--- src/rtl/pixel_sink_buffer.sv ---
// Tail-of-pipeline pixel collector: raises the global stall, buffers pixels in a FWFT FIFO,
// and tags each output pixel with start-of-frame / end-of-line markers.
package pkg;
  typedef logic [7:0] color_t;
endpackage

module pixel_sink_buffer
  import pkg::*;
#(
  parameter int DEPTH       = 8,
  parameter int LINE_WIDTH  = 640,
  parameter int FRAME_LINES = 480
) (
  input  logic   clk,
  input  logic   reset,
  input  color_t color_in,
  input  logic   color_in_valid,
  output logic   datapath_ready,
  output color_t pix_out,
  output logic   pix_out_valid,
  input  logic   pix_out_ready,
  output logic   pix_out_sof,
  output logic   pix_out_eol,
  output logic   frame_done
);

  localparam int AW = $clog2(DEPTH);
  localparam int CW = $clog2(DEPTH + 1);
  localparam int XW = (LINE_WIDTH > 1) ? $clog2(LINE_WIDTH) : 1;
  localparam int YW = (FRAME_LINES > 1) ? $clog2(FRAME_LINES) : 1;
  localparam logic [CW-1:0] C_FULL     = CW'(DEPTH);
  localparam logic [XW-1:0] C_LAST_COL = XW'(LINE_WIDTH - 1);
  localparam logic [YW-1:0] C_LAST_ROW = YW'(FRAME_LINES - 1);

  color_t        r_mem [DEPTH];
  logic [AW-1:0] r_wr_ptr;
  logic [AW-1:0] r_rd_ptr;
  logic [CW-1:0] r_count;
  logic [XW-1:0] r_col;
  logic [YW-1:0] r_row;
  logic          r_frame_done;

  logic w_wr;
  logic w_rd;
  logic w_last_col;
  logic w_last_row;

  // Stall depends only on registered occupancy, never on the downstream ready.
  assign datapath_ready = ~reset & (r_count != C_FULL);
  assign pix_out_valid  = (r_count != '0);
  assign pix_out        = r_mem[r_rd_ptr];

  assign w_wr       = color_in_valid & datapath_ready;
  assign w_rd       = pix_out_valid & pix_out_ready;
  assign w_last_col = (r_col == C_LAST_COL);
  assign w_last_row = (r_row == C_LAST_ROW);

  assign pix_out_sof = pix_out_valid & (r_row == '0) & (r_col == '0);
  assign pix_out_eol = pix_out_valid & w_last_col;
  assign frame_done  = r_frame_done;

  always_ff @(posedge clk) begin
    if (w_wr) begin
      r_mem[r_wr_ptr] <= color_in;
    end
  end

  always_ff @(posedge clk) begin
    if (reset) begin
      r_wr_ptr     <= '0;
      r_rd_ptr     <= '0;
      r_count      <= '0;
      r_col        <= '0;
      r_row        <= '0;
      r_frame_done <= 1'b0;
    end else begin
      if (w_wr) begin
        r_wr_ptr <= r_wr_ptr + 1'b1;
      end
      if (w_rd) begin
        r_rd_ptr <= r_rd_ptr + 1'b1;
      end
      case ({w_wr, w_rd})
        2'b10:   r_count <= r_count + 1'b1;
        2'b01:   r_count <= r_count - 1'b1;
        default: r_count <= r_count;
      endcase
      // Frame position tracks the pixel being handed downstream.
      if (w_rd) begin
        if (w_last_col) begin
          r_col <= '0;
          r_row <= w_last_row ? '0 : r_row + 1'b1;
        end else begin
          r_col <= r_col + 1'b1;
        end
      end
      r_frame_done <= w_rd & w_last_col & w_last_row;
    end
  end

endmodule
--- config.mk ---
export PLATFORM = sky130hd
export DESIGN_NAME = pixel_sink_buffer
export DESIGN_NICKNAME = d
export VERILOG_FILES = /design/src/rtl/pixel_sink_buffer.sv
export SDC_FILE = /design/constraint.sdc
export NUM_CORES = 1
export LEC_CHECK = 0
export CAP_MARGIN = 15
export CORE_ASPECT_RATIO = 0.5
export CORE_MARGIN = 4
export CORE_UTILIZATION = 49
export CTS_BUF_LIST = sky130_fd_sc_hd__clkbuf_2 sky130_fd_sc_hd__clkbuf_4 sky130_fd_sc_hd__clkbuf_8
export CTS_CLUSTER_DIAMETER = 150
export DETAILED_ROUTE_END_ITERATION = 8
export DONT_BUFFER_PORTS = 1
export GPL_TIMING_DRIVEN = 0
export REMOVE_ABC_BUFFERS = 1
export SLEW_MARGIN = 20
export SYNTH_ARGS = -nofsm -noshare
export SYNTH_HDL_FRONTEND = slang
export SYNTH_SLANG_ARGS = --single-unit
--- constraint.sdc ---
create_clock -name clk -period 3.78 [get_ports clk]
set_clock_uncertainty 0.15 [all_clocks]
set_input_delay 0.567 -clock clk [delete_from_list [all_inputs] [get_ports clk]]
set_output_delay 0.567 -clock clk [all_outputs]
set_load 0.01 [all_outputs]
## Word level (Yosys, flattened, before mapping)

Memories as Yosys holds them, arrays and structs flattened. A register that Yosys moved wholly into a read port is not among the register bits.
Index checks and enable logic that the tools add are counted.

| word-level totals | value |
|---|---|
| register bits after elaboration | 30 |
| memory bits (writable) | 64 |
| bits of input ports | 12 |
| memories kept | 1 |

Memory list:

| name | depth | width | read ports | clocked after memory_dff | wr ports | line | RTL |
|---|---|---|---|---|---|---|---|
| r_mem | 8 | 8 | 1 | 1 | 1 | 35 | `color_t r_mem [DEPTH];` |

| cells by class | value |
|---|---|
| add/subtract/negate cells | 6 |
| eq/ne operators | 5 |
| multiplexer cells | 7 |
| bitwise operators | 9 |
| reduce and logical (&&, ||, !) cells | 5 |

Operators by type and width:

| kind | count |
|---|---|
| $add 10x1->10 const B | 1 |
| $eq 10x10->1 const B | 1 |
| $logic_not 10->1 | 1 |
| $mux 10 | 1 |
| $add 9x1->9 const B | 1 |
| $eq 9x9->1 const B | 1 |
| $logic_not 9->1 | 1 |
| $mux 9 | 1 |
| $and 1x1->1 | 8 |
| $pmux 4 s2 | 1 |
| $add 3x1->3 const B | 2 |
| $mux 3 | 2 |
| $add 4x1->4 const B | 1 |
| $ne 4x4->1 const B | 1 |
| $reduce_bool 4->1 | 1 |
| $sub 4x1->4 const B | 1 |
| $eq 2x1->1 const B | 1 |
| $eq 2x2->1 const B | 1 |
| $mux 1 | 2 |
| $reduce_and 2->1 | 1 |
| $reduce_bool 2->1 | 1 |
| $not 1->1 | 1 |

## Depth between registers and ports, before layout

Gate-level depths: netlist (run 1).

| depth | value |
|---|---|
| depth in word-level cells | 5 |
| depth in mapped cells | 11 |
| gate-level depth less buffers | 10 |

## Worst setup path after synthesis (run 1)

No wires, ideal clock.

| path | value |
|---|---|
| path kind | reg-to-reg |
| from | register r_count[1] |
| to | register r_count[2] |
| arrival time | 2.644 ns |
| data required time | 3.560 ns |
| slack | 0.916 ns |
| stages on the path, launching flop included | 11 |
| path buffers | 1 |
| path through | dfxtp_1 > buf_6 > o41ai_1 > inv_2 > ha_1 > xor2_1 > ha_1 > a21oi_1 > xor2_1 > or3_1 > a21oi_1 |

RTL lines:

| what | line | RTL |
|---|---|---|
| start: declaration | 38 | `logic [CW-1:0] r_count;` |
| start signal: assignment | 84 | `2'b10: r_count <= r_count + 1'b1;` |
| start signal: assignment | 85 | `2'b01: r_count <= r_count - 1'b1;` |
| start signal: assignment | 86 | `default: r_count <= r_count;` |
| $reduce_bool 4->1 * | 50 | `assign pix_out_valid = (r_count != '0);` |
| $and 1x1->1 * | 54 | `assign w_rd = pix_out_valid & pix_out_ready;` |
| net w_rd | 44 | `logic w_rd;` |
| $eq 2x1->1 / $eq 2x2->1 (equally long branches) | 83 | `case ({w_wr, w_rd})` |
| $pmux 4 s2 / $reduce_bool 2->1 (equally long branches) | n/a |  |

The timed path passes the listed nets; every way through them passes the cells marked *.
A chain may end at the register's enable or synchronous reset.

## Final worst setup path (run 1)

| path | value |
|---|---|
| from | register r_count[0] |
| to | register r_count[2] |

Same word-level chain as after synthesis.

==> metrics.md, run 1 <==
| Metric | Value |
|---|---|
| Setup TNS | `0 ns` |
| Mapped cell area | `4100 sq um` |
| #FFs+latches synth | `97` |
| Via count | `2316` |
| Max Cap Viol | `0` |
| Worst R2R Path Depth | `9` |
| Cts-stage hold buffer count | `0` |
| Post-detail-place hpwl | `4.76 mm` |
| CTS resizes | `0` |
| Worst path bufs/invs | `1` |
| Crit path max-delay family | `compound AO/OA/AOI/OAI gates` |
| Initial DRC count | `155` |
| Crit path arrival time | `3.07 ns` |
| Area share of the largest cell type after synthesis | `46.9%` |
| Count leader, synth | `edfxtp_1` |
| Main flop type after synthesis | `edfxtp_1` |
| Fin. max-slew vios | `0` |
| GRT Total Usage | `15.9%` |
| Endpoints failing setup | `0` |
| Status | `finished, final reports clean` |
| Critical Path Start Type | `flip-flop` |
| Layout cells sized above 1 | `16.2%` |
| Vias in the first global route | `2324` |
| Via density | `5.58` |
| RD Place Congestion | `0.837` |
| Final min period | `2.93 ns` |
| CTS max path bufs | `2` |
| Relative slew margins | `35.0%` |
| CTS Buf Count | `9` |
| Yosys warns | `0` |
| Sequential share of the synthesized area | `63.1%` |
| Iteration count of the initial detailed-routing pass | `4` |
| Setup crit start | `r_count[0]$_SDFFE_PP0P_` |
| Nets | `319` |
| Met2 usage | `27.3%` |
| Worst min-delay path class | `input port to flip-flop` |
| Synth area leaders | `edfxtp_1, dfxtp_1, mux4_2, ha_1, mux2_2` |
| Per-cell routed wire length | `17.5 um` |
| Post-synthesis async set-or-reset flop share | `0%` |
| Total gr overflow | `0` |
| IO Port Bufs | `0` |
| Max VDD drop | `0.000207 V` |
| Die ar. | `9970 sq um` |
| RR Endpoint | `r_count[2]$_SDFFE_PP0P_` |
| CP max-delay cell | `o41ai_2` |
| RSZ-0062 raised after global routing | `false` |
| EDFF count, synth | `64` |
| Cells after Synth | `297` |
| Maximum fanout along the worst path | `9` |
| Worst slew pin tran | `0.971 ns` |
| Critical path type | `flip-flop to flip-flop` |
| Clk_lat worst skew | `0.35 ns` |
| Synthesized area per cell | `13.8 sq um` |
| Commonest cells post-synth | `edfxtp_1, dfxtp_1, nor2_1` |
| Total wire length | `7.26 mm` |
| GRT Max-Usage Layer | `met2` |
| Die Span Y | `72.6 um` |
| Worst stage delay on the critical path | `0.75 ns` |
| Final hold vios | `0` |
| WP depth | `9` |
| Leakage power | `0.00139 uW` |
| R2r startpoint | `r_count[0]$_SDFFE_PP0P_` |
| Top cell type by total area after synthesis | `edfxtp_1` |
| # clock sinks | `97` |
| Met3 Track Usage GR | `5.72%` |
| Design Power | `2350 uW` |
| Area grow syn2layout | `7.12%` |
| Initial antenna violation count | `0` |
| Crit. End Element | `flip-flop` |
| I/O Pins | `25` |
| Clock-pin slew on the worst setup and hold paths | `0.09 ns` |
| Yosys cell types | `42` |
| Ant. Diodes | `0` |
| Initial Utilization | `50.8%` |
| Largest net degree at the start of global routing | `30` |
| Fmax | `341 MHz` |
| Setup Fix Bufs, Post-CTS | `0` |
| PwrDens | `535 nW/um^2` |
| Routed Antenna Nets | `0` |
| Met1 Use GR | `19.1%` |
| CTS H-tree lvls | `3` |
| Remaining routing DRC violations | `0` |
| Cells along the critical path | `o41ai_2 -> inv_2 -> ha_1 -> xor2_1 -> ha_1 -> a21oi_1 -> xor2_1 -> or3_1 -> a21oi_1` |
| Row count | `23` |
| Die width | `137 um` |
| First-pass GRT wire length | `11.7 mm` |
| Worst reg-to-reg setup slack | `0.85 ns` |
| CTS tree | `done` |
| Critical path endpoint | `r_count[2]$_SDFFE_PP0P_` |
| Clock root buffer | `clkbuf_8` |
| Core area | `8060 sq um` |
| Required @ worst endpoint | `3.92 ns` |
| Tcrit/Tclk final | `77.5%` |
-- routing by layer --
layer / wire length (um) / vias up / share of wire, %
li1: - / 1126 / -
met5: 0 / - / 0
met3: 356 / 10 / 4.9
met1: 3370 / 1142 / 46
met4: 82 / 0 / 1.1
met2: 3450 / 38 / 48
-- worst reg2reg max path, cell delays in order, from the launching register on --
cell	delay [ns]
dfxtp_1	0.39
o41ai_2	0.76
inv_2	0.24
ha_1	0.33
xor2_1	0.17
ha_1	0.19
a21oi_1	0.14
xor2_1	0.09
or3_1	0.30
a21oi_1	0.13
-- layout make-up --
class                           count  area [sq um]
Fill cell                         675          3670
Sequential cell                    97          2580
Multi-Input combinational cell    179          1440
Tap cell                          112           140
Clock buffer                       10           131
Clock inverter                      6          40.0
Inverter                            9          33.8
Timing Repair Buffer                2          15.0
-- placed cells by master (no fill, tap or decap), types with 2 or more instances in the layout --
cell       n
nor3b_1    2
nor4b_1    4
nor3_1     3
xnor2_1    9
mux4_2    16
nand4_1    2
mux2_2     8
buf_4      2
edfxtp_1  64
nor3_2     2
clkbuf_8   9
and4_1     2
a21oi_1   15
nand2_1   19
inv_6      3
nand3b_1   2
or4b_1     2
nor2_1    24
ha_1       9
and3_1     2
dfxtp_1   32
nand2b_1   7
o21ai_0   11
nor4_1     8
nand4b_1   2
or3_1      2
xor2_1     6
nand3_1   10
clkinv_2   2
inv_1      8
-- cells by family (layout without fill, tap and decap cells) --
family / Yosys count / after routing / synth area share [%]
AND/OR/NAND/NOR: 101 / 101 / 13.8
flip-flops: 97 / 97 / 63.1
AO/OA/AOI/OAI: 29 / 29 / 3.79
multiplexers: 25 / 25 / 11.2
buffers and inverters: 21 / 27 / 2.14
XOR/XNOR: 15 / 15 / 3.21
adder cells (fa/ha/maj): 9 / 9 / 2.75
-- stage by stage --
step / setup WS (ns) / area, sq um / utilization (%) / cells / hold WS [ns]
4_1_cts: 0.826 / 4390 / 54.4 / 415 / 0.101
3_5_place_dp: 0.845 / 4220 / 52.3 / 399 / 0.327
2_1_floorplan: 0.932 / 4040 / - / 285 / 0.297
3_3_place_gp: 0.317 / 4180 / 51.9 / 397 / 0.312
6_report: 0.850 / 4390 / 54.4 / 415 / 0.124
5_1_grt: 0.624 / 4390 / 54.4 / 415 / 0.0936
-- state kept, by name, summed over array words and instances (netlist names), named ones only --
register    count
r_rd_ptr        3
frame_done      1
r_col          10
r_row           9
r_mem          64
r_wr_ptr        3
r_count         4
-- worst min path at each step --
stage | from | endpoint | slack [ns] | cells past startpoint
finish | reset | r_row[4]$_SDFFE_PP0P_ | 0.12 | 1
global route | reset | flip-flop | 0.09 | 1
CTS | reset | flip-flop | 0.10 | 1
detailed placement | r_rd_ptr[1]$_SDFFE_PP0P_ | r_rd_ptr[1]$_SDFFE_PP0P_ | 0.33 | 2
global placement | r_rd_ptr[1]$_SDFFE_PP0P_ | r_rd_ptr[1]$_SDFFE_PP0P_ | 0.31 | 2
floorplan | r_rd_ptr[1]$_SDFFE_PP0P_ | flip-flop | 0.30 | 2
-- power by group --
part / leakage, uW / total (uW) / switching (uW) / internal (uW)
Clock: 0.0000923 / 598 / 348 / 250
Combinational: 0.000451 / 462 / 233 / 229
Sequential: 0.000845 / 1290 / 106 / 1180
Total: 0.00139 / 2350 / 687 / 1660
Power figures use the tool's default switching activity.
==> inputs of run 2 (changes only) <==
PLACE_DENSITY = 0.66   (was not set)
clock period = 2.5 ns   (was 3.78 ns; I/O delays follow)
==> run 2 against run 1 <==
The run now ends with negative hold slack left. Register-to-register slack lost 0.71 ns. Hold slack lost 0.21 ns. Largest power group unchanged. Sequential share of layout area shrank 3.7 points. Maximum frequency grew 24%. Largest cell class unchanged. Highest routed layer unchanged. Global-route usage grew 0.35 points. Wire length grew 2.1%. Sequential power grew 53%. First-iteration DRC count shrank 20%.
==> metrics.md, run 2 (synthesized netlist as in run 1, its figures left out) <==
| Metric | Value |
|---|---|
| I/O Pins | `25` |
| Worst slew pin tran | `0.900 ns` |
| Number of fill cells | `639` |
| Clk_lat worst skew | `0.36 ns` |
| Maximum fanout along the worst path | `7` |
| R2r startpoint | `r_count[0]$_SDFFE_PP0P_` |
| Fin. max-slew vios | `0` |
| Worst Hold Depth | `1` |
| First-pass GRT wire length | `12.1 mm` |
| Cells along the critical path | `nor4b_4 -> nor3b_4 -> inv_2 -> ha_4 -> xor2_1 -> ha_1 -> a21oi_1 -> xor2_1 -> or3_1 -> a21oi_2` |
| Die Span Y | `72.6 um` |
| Failing checks | `negative hold slack` |
| Cts-stage hold buffer count | `18` |
| RSZ-0062 raised after global routing | `true` |
| Crit path top cell by count | `xor2_1` |
| Setup TNS | `0 ns` |
| Fmax | `424 MHz` |
| RR Endpoint | `r_count[2]$_SDFFE_PP0P_` |
| Final hold vios | `10` |
| Endpoints failing setup | `0` |
| PwrDens | `819 nW/um^2` |
| Design Power | `3850 uW` |
| CP max-delay cell | `dfxtp_2` |
| Largest regs | `r_mem x64, r_col x10, r_row x9` |
| Vias in the first global route | `2406` |
| Nets | `342` |
| GRT Max-Usage Layer | `met2` |
| GRT Total Usage | `16.2%` |
| Max VDD drop | `0.000302 V` |
| Iteration count of the initial detailed-routing pass | `4` |
| Max reg flops | `64` |
| Layout cells sized above 1 | `20.2%` |
| CTS H-tree lvls | `3` |
| CTS tree | `done` |
| Crit. End Element | `flip-flop` |
| Remaining routing DRC violations | `0` |
| RD Place Congestion | `0.808` |
| Critical path type | `flip-flop to flip-flop` |
| # clock sinks | `97` |
| Worst R2R Path Depth | `10` |
| Die ar. | `9970 sq um` |
| Area grow syn2layout | `14.9%` |
| Most frequent cells in the layout | `edfxtp_1, dfxtp_1, nor2_1` |
| Largest Register | `r_mem` |
| Per-cell routed wire length | `16.9 um` |
| Clock root buffer | `clkbuf_8` |
| Clock-pin slew on the worst setup and hold paths | `0.08 ns` |
| Worst reg-to-reg setup slack | `0.14 ns` |
| Tcrit/Tclk final | `94.2%` |
| CTS max path bufs | `2` |
| Post-detail-place hpwl | `4.57 mm` |
| Worst stage delay on the critical path | `0.45 ns` |
| Met3 Track Usage GR | `5.99%` |
| Min Hold Slack | `-0.0825 ns` |
| Met2 usage | `26.9%` |
| Routed Antenna Nets | `0` |
| Leakage power | `0.00152 uW` |
| Worst min-delay path class | `input port to flip-flop` |
| Final min period | `2.36 ns` |
| HP Start | `reset` |
| Most common cell after layout, fill and taps aside | `edfxtp_1` |
| Required @ worst endpoint | `2.64 ns` |
| Initial DRC count | `124` |
| Initial antenna violation count | `0` |
| Crit path arrival time | `2.49 ns` |
| Met1 Use GR | `20.4%` |
| Row count | `23` |
| Largest net degree at the start of global routing | `30` |
| Via density | `5.48` |
| Relative slew margins | `39.4%` |
| Ant. Diodes | `0` |
| Die width | `137 um` |
| Max Cap Viol | `0` |
| Total wire length | `7.42 mm` |
| Total gr overflow | `0` |
| Core area | `8060 sq um` |
| CTS Buf Count | `9` |
| Initial Utilization | `50.8%` |
| Critical Path Start Type | `flip-flop` |
| Status | `finished with violations` |
| Worst Hold End | `r_count[2]$_SDFFE_PP0P_` |
| IO Port Bufs | `0` |
| Via count | `2402` |
==> run 2: routing by layer <==
layer	vias up	share of wire, %
li1	1167	-
met1	1179	44
met2	49	50
met3	7	5.2
met4	0	0.84
met5	-	0
==> run 2: power by group <==
part	switching [uW]	internal (uW)
combinational	402	464
sequential	183	1800
clock	525	477
total	1110	2740
==> run 2: cell type report <==
class                           count  area, sq um  share of cell area (%)
Inverter                            9         33.8                   0.718
Sequential cell                    97         2600                    55.2
Tap cell                          112          140                    2.98
Clock inverter                      6         66.3                    1.41
Multi-Input combinational cell    179         1510                    32.0
Timing Repair Buffer               25          233                    4.94
Clock buffer                       10          131                    2.79
==> run 2: worst max-delay path, delay by kind of cell (launching register included) <==
family                     cells  cell delay, ns
xor gates and xnor gates       2            0.24
and+or+nand+nor                3            0.70
buffers and inverters          1            0.10
AOI/OAI and AO/OA              2            0.28
adders and majority gates      2            0.36
DFF                            1            0.45
==> run 2: what timing repair did <==
item / CTS / global route
endpoints found under the hold margin: 86 / 11
gates resized for setup: 10 / 10
buffers inserted: 1 / 6
pin swaps: 1 / 2
setup endpoints to repair: 75 / 11
==> run 2: how the worst max path moves through the flow <==
stage	startpoint	end	slack, ns	depth (start not counted)
after floorplan	r_count[0]$_SDFFE_PP0P_	r_count[2]$_SDFFE_PP0P_	-0.35	9
after global placement	r_count[0]$_SDFFE_PP0P_	r_count[2]$_SDFFE_PP0P_	-0.87	9
after detailed placement	r_count[0]$_SDFFE_PP0P_	r_count[2]$_SDFFE_PP0P_	-0.48	9
after CTS	r_count[1]$_SDFFE_PP0P_	r_count[2]$_SDFFE_PP0P_	-0.06	10
after global routing	r_count[2]$_SDFFE_PP0P_	r_count[2]$_SDFFE_PP0P_	-0.02	10
final	r_count[0]$_SDFFE_PP0P_	r_count[2]$_SDFFE_PP0P_	0.14	10
==> run 2: stage by stage <==
step | worst slack, ns | utilization (%) | area, sq um | instances
3_5_place_dp | -0.483 | 52.1 | 4200 | 397
6_report | 0.144 | 58.4 | 4710 | 438
3_3_place_gp | -0.866 | 51.9 | 4180 | 397
2_1_floorplan | -0.348 | - | 4040 | 285
4_1_cts | -0.0573 | 57.4 | 4620 | 432
5_1_grt | -0.0151 | 58.4 | 4710 | 438
==> inputs of run 3 (changes only) <==
PLACE_DENSITY = not set   (was 0.66)
clock period = 2.2 ns   (was 2.5 ns; I/O delays follow)
==> run 3 against run 2 <==
Design area is 5.8% higher. Wire length increased by 4.6%. The run ends with negative hold slack, negative setup slack left. Critical path depth down 2. Total power increased by 20%. Sequential power increased by 13%. Largest cell class unchanged. Global-route usage up 0.59 points. Sequential share of layout area decreased by 2.7 points. Critical endpoint is now r_count[3]$_SDFFE_PP0P_.
==> metrics.md, run 3 (synthesized netlist as in run 1, its figures left out) <==
| Metric | Value |
|---|---|
| First-pass GRT wire length | `12.4 mm` |
| Wire length on met3 | `341 um` |
| Largest regs | `r_mem x64, r_col x10, r_row x9` |
| Via density | `5.41` |
| Cts-stage hold buffer count | `17` |
| Initial DRC count | `177` |
| # clock sinks | `97` |
| Relative slew margins | `57.9%` |
| Tcrit/Tclk final | `102%` |
| CTS max path bufs | `2` |
| Post-route cell area | `4980 sq um` |
| Area grow syn2layout | `21.6%` |
| Placed Cells | `399` |
| Ant. Diodes | `0` |
| Design Power | `4620 uW` |
| Die Span Y | `72.6 um` |
| Worst min-delay path class | `input port to flip-flop` |
| Post-DP Area | `4220 sq um` |
| Fin. max-slew vios | `0` |
| Required @ worst endpoint | `2.34 ns` |
| Final WS setup | `-0.0533 ns` |
| Metal-1 WL | `3.52 mm` |
| IO Port Bufs | `0` |
| Via count | `2446` |
| Clock-pin slew on the worst setup and hold paths | `0.09 ns` |
| Worst slew pin tran | `0.630 ns` |
| Crit path arrival time | `2.40 ns` |
| Post-layout util | `61.8%` |
| Routed Antenna Nets | `0` |
| CTS tree | `done` |
| Max VDD drop | `0.000422 V` |
| Endpoints failing setup | `3` |
| Status | `finished with violations` |
| Die width | `137 um` |
| Crit. End Element | `flip-flop` |
| Iteration count of the initial detailed-routing pass | `4` |
| RD Place Congestion | `0.837` |
| Max reg flops | `64` |
| Critical path type | `flip-flop to flip-flop` |
| RSZ-0062 raised after global routing | `true` |
| Largest Register | `r_mem` |
| Failing checks | `negative hold slack, negative setup slack` |
| Clk_lat worst skew | `0.35 ns` |
| Worst reg-to-reg setup slack | `-0.05 ns` |
| Total wire length | `7.76 mm` |
| PwrDens | `927 nW/um^2` |
| Row count | `23` |
| Leakage power | `0.00165 uW` |
| Final hold vios | `12` |
| Max Used Layer | `met4` |
| Total gr overflow | `0` |
| Met2 WL | `3.82 mm` |
| Setup TNS | `-0.104 ns` |
| Die ar. | `9970 sq um` |
| Fmax | `444 MHz` |
| CTS Buf Count | `9` |
| Vias in the first global route | `2486` |
| GRT Total Usage | `16.8%` |
| Post-detail-place hpwl | `4.76 mm` |
| Maximum fanout along the worst path | `7` |
| Most frequent cells in the layout | `edfxtp_1, dfxtp_1, nand2_1, nor2_1, buf_4` |
| Per-cell routed wire length | `17.2 um` |
| I/O Pins | `25` |
| Min Hold Slack | `-0.114 ns` |
| Nets | `356` |
| CTS H-tree lvls | `3` |
| Core area | `8060 sq um` |
| Critical Path Start Type | `flip-flop` |
| Max Cap Viol | `0` |
| Initial antenna violation count | `0` |
| Layout cells sized above 1 | `30.3%` |
| Clock root buffer | `clkbuf_8` |
| Initial Utilization | `50.8%` |
| Final cell count without fillers | `452` |
| Most common cell after layout, fill and taps aside | `edfxtp_1` |
| Final min period | `2.25 ns` |
| Largest net degree at the start of global routing | `30` |
| Remaining routing DRC violations | `0` |
[run 3: power breakdown]
group          internal [uW]  switching (uW)  total [uW]
Sequential              2060             174        2230
Clock                    429             598        1030
Combinational            763             594        1360
Total                   3250            1370        4620
[run 3: path summary, 6_finish.rpt]
kind                            cells after the start                 endpoint               startpoint
worst max-delay path                                8  r_count[3]$_SDFFE_PP0P_  r_count[0]$_SDFFE_PP0P_
worst min-delay path                                1    r_row[4]$_SDFFE_PP0P_                    reset
worst max register to register                      8  r_count[3]$_SDFFE_PP0P_  r_count[0]$_SDFFE_PP0P_
worst min register to register                      2    r_row[0]$_SDFFE_PP0P_    r_row[0]$_SDFFE_PP0P_
[run 3: repair_timing]
action | CTS | global route
pin swaps | 6 | 7
endpoints found under the hold margin | 88 | 13
gates cloned | 0 | 1
buffers inserted | 8 | 11
resized for setup | 39 | 24
endpoints found under the setup margin | 82 | 28
[run 3: metrics by stage]
| stage | worst slack (ns) | hold WS (ns) |
|---|---|---|
| 2_1_floorplan | -0.648 | 0.249 |
| 3_3_place_gp | -1.26 | 0.255 |
| 3_5_place_dp | -0.735 | 0.254 |
| 4_1_cts | -0.174 | -0.142 |
| 5_1_grt | -0.164 | -0.142 |
| 6_report | -0.0533 | -0.114 |
[run 3: area by class of cell]
| cell class | instances | area (sq um) |
|---|---|---|
| timing repair buffer | 39 | 379 |
| clock inverter | 6 | 40.0 |
| sequential | 97 | 2620 |
| multi-input combinational | 179 | 1640 |
| inverter | 9 | 33.8 |
| fill | 631 | 3080 |
| clock buffer | 10 | 131 |
| tap | 112 | 140 |
[run 3: critical path, stage by stage, from the launching register on]
cell	delay, ns
dfxtp_4	0.39
nor4b_4	0.38
nor3b_4	0.09
inv_2	0.09
ha_2	0.33
nor4b_2	0.31
o21ai_1	0.14
a211o_1	0.27
nand2_1	0.07
[run 3: layer usage]
layer  track usage (%)  up-vias
met5                 0        -
met1              20.2     1204
met3              5.79       10
li1                  -     1201
met2              29.4       31
met4              4.42        0
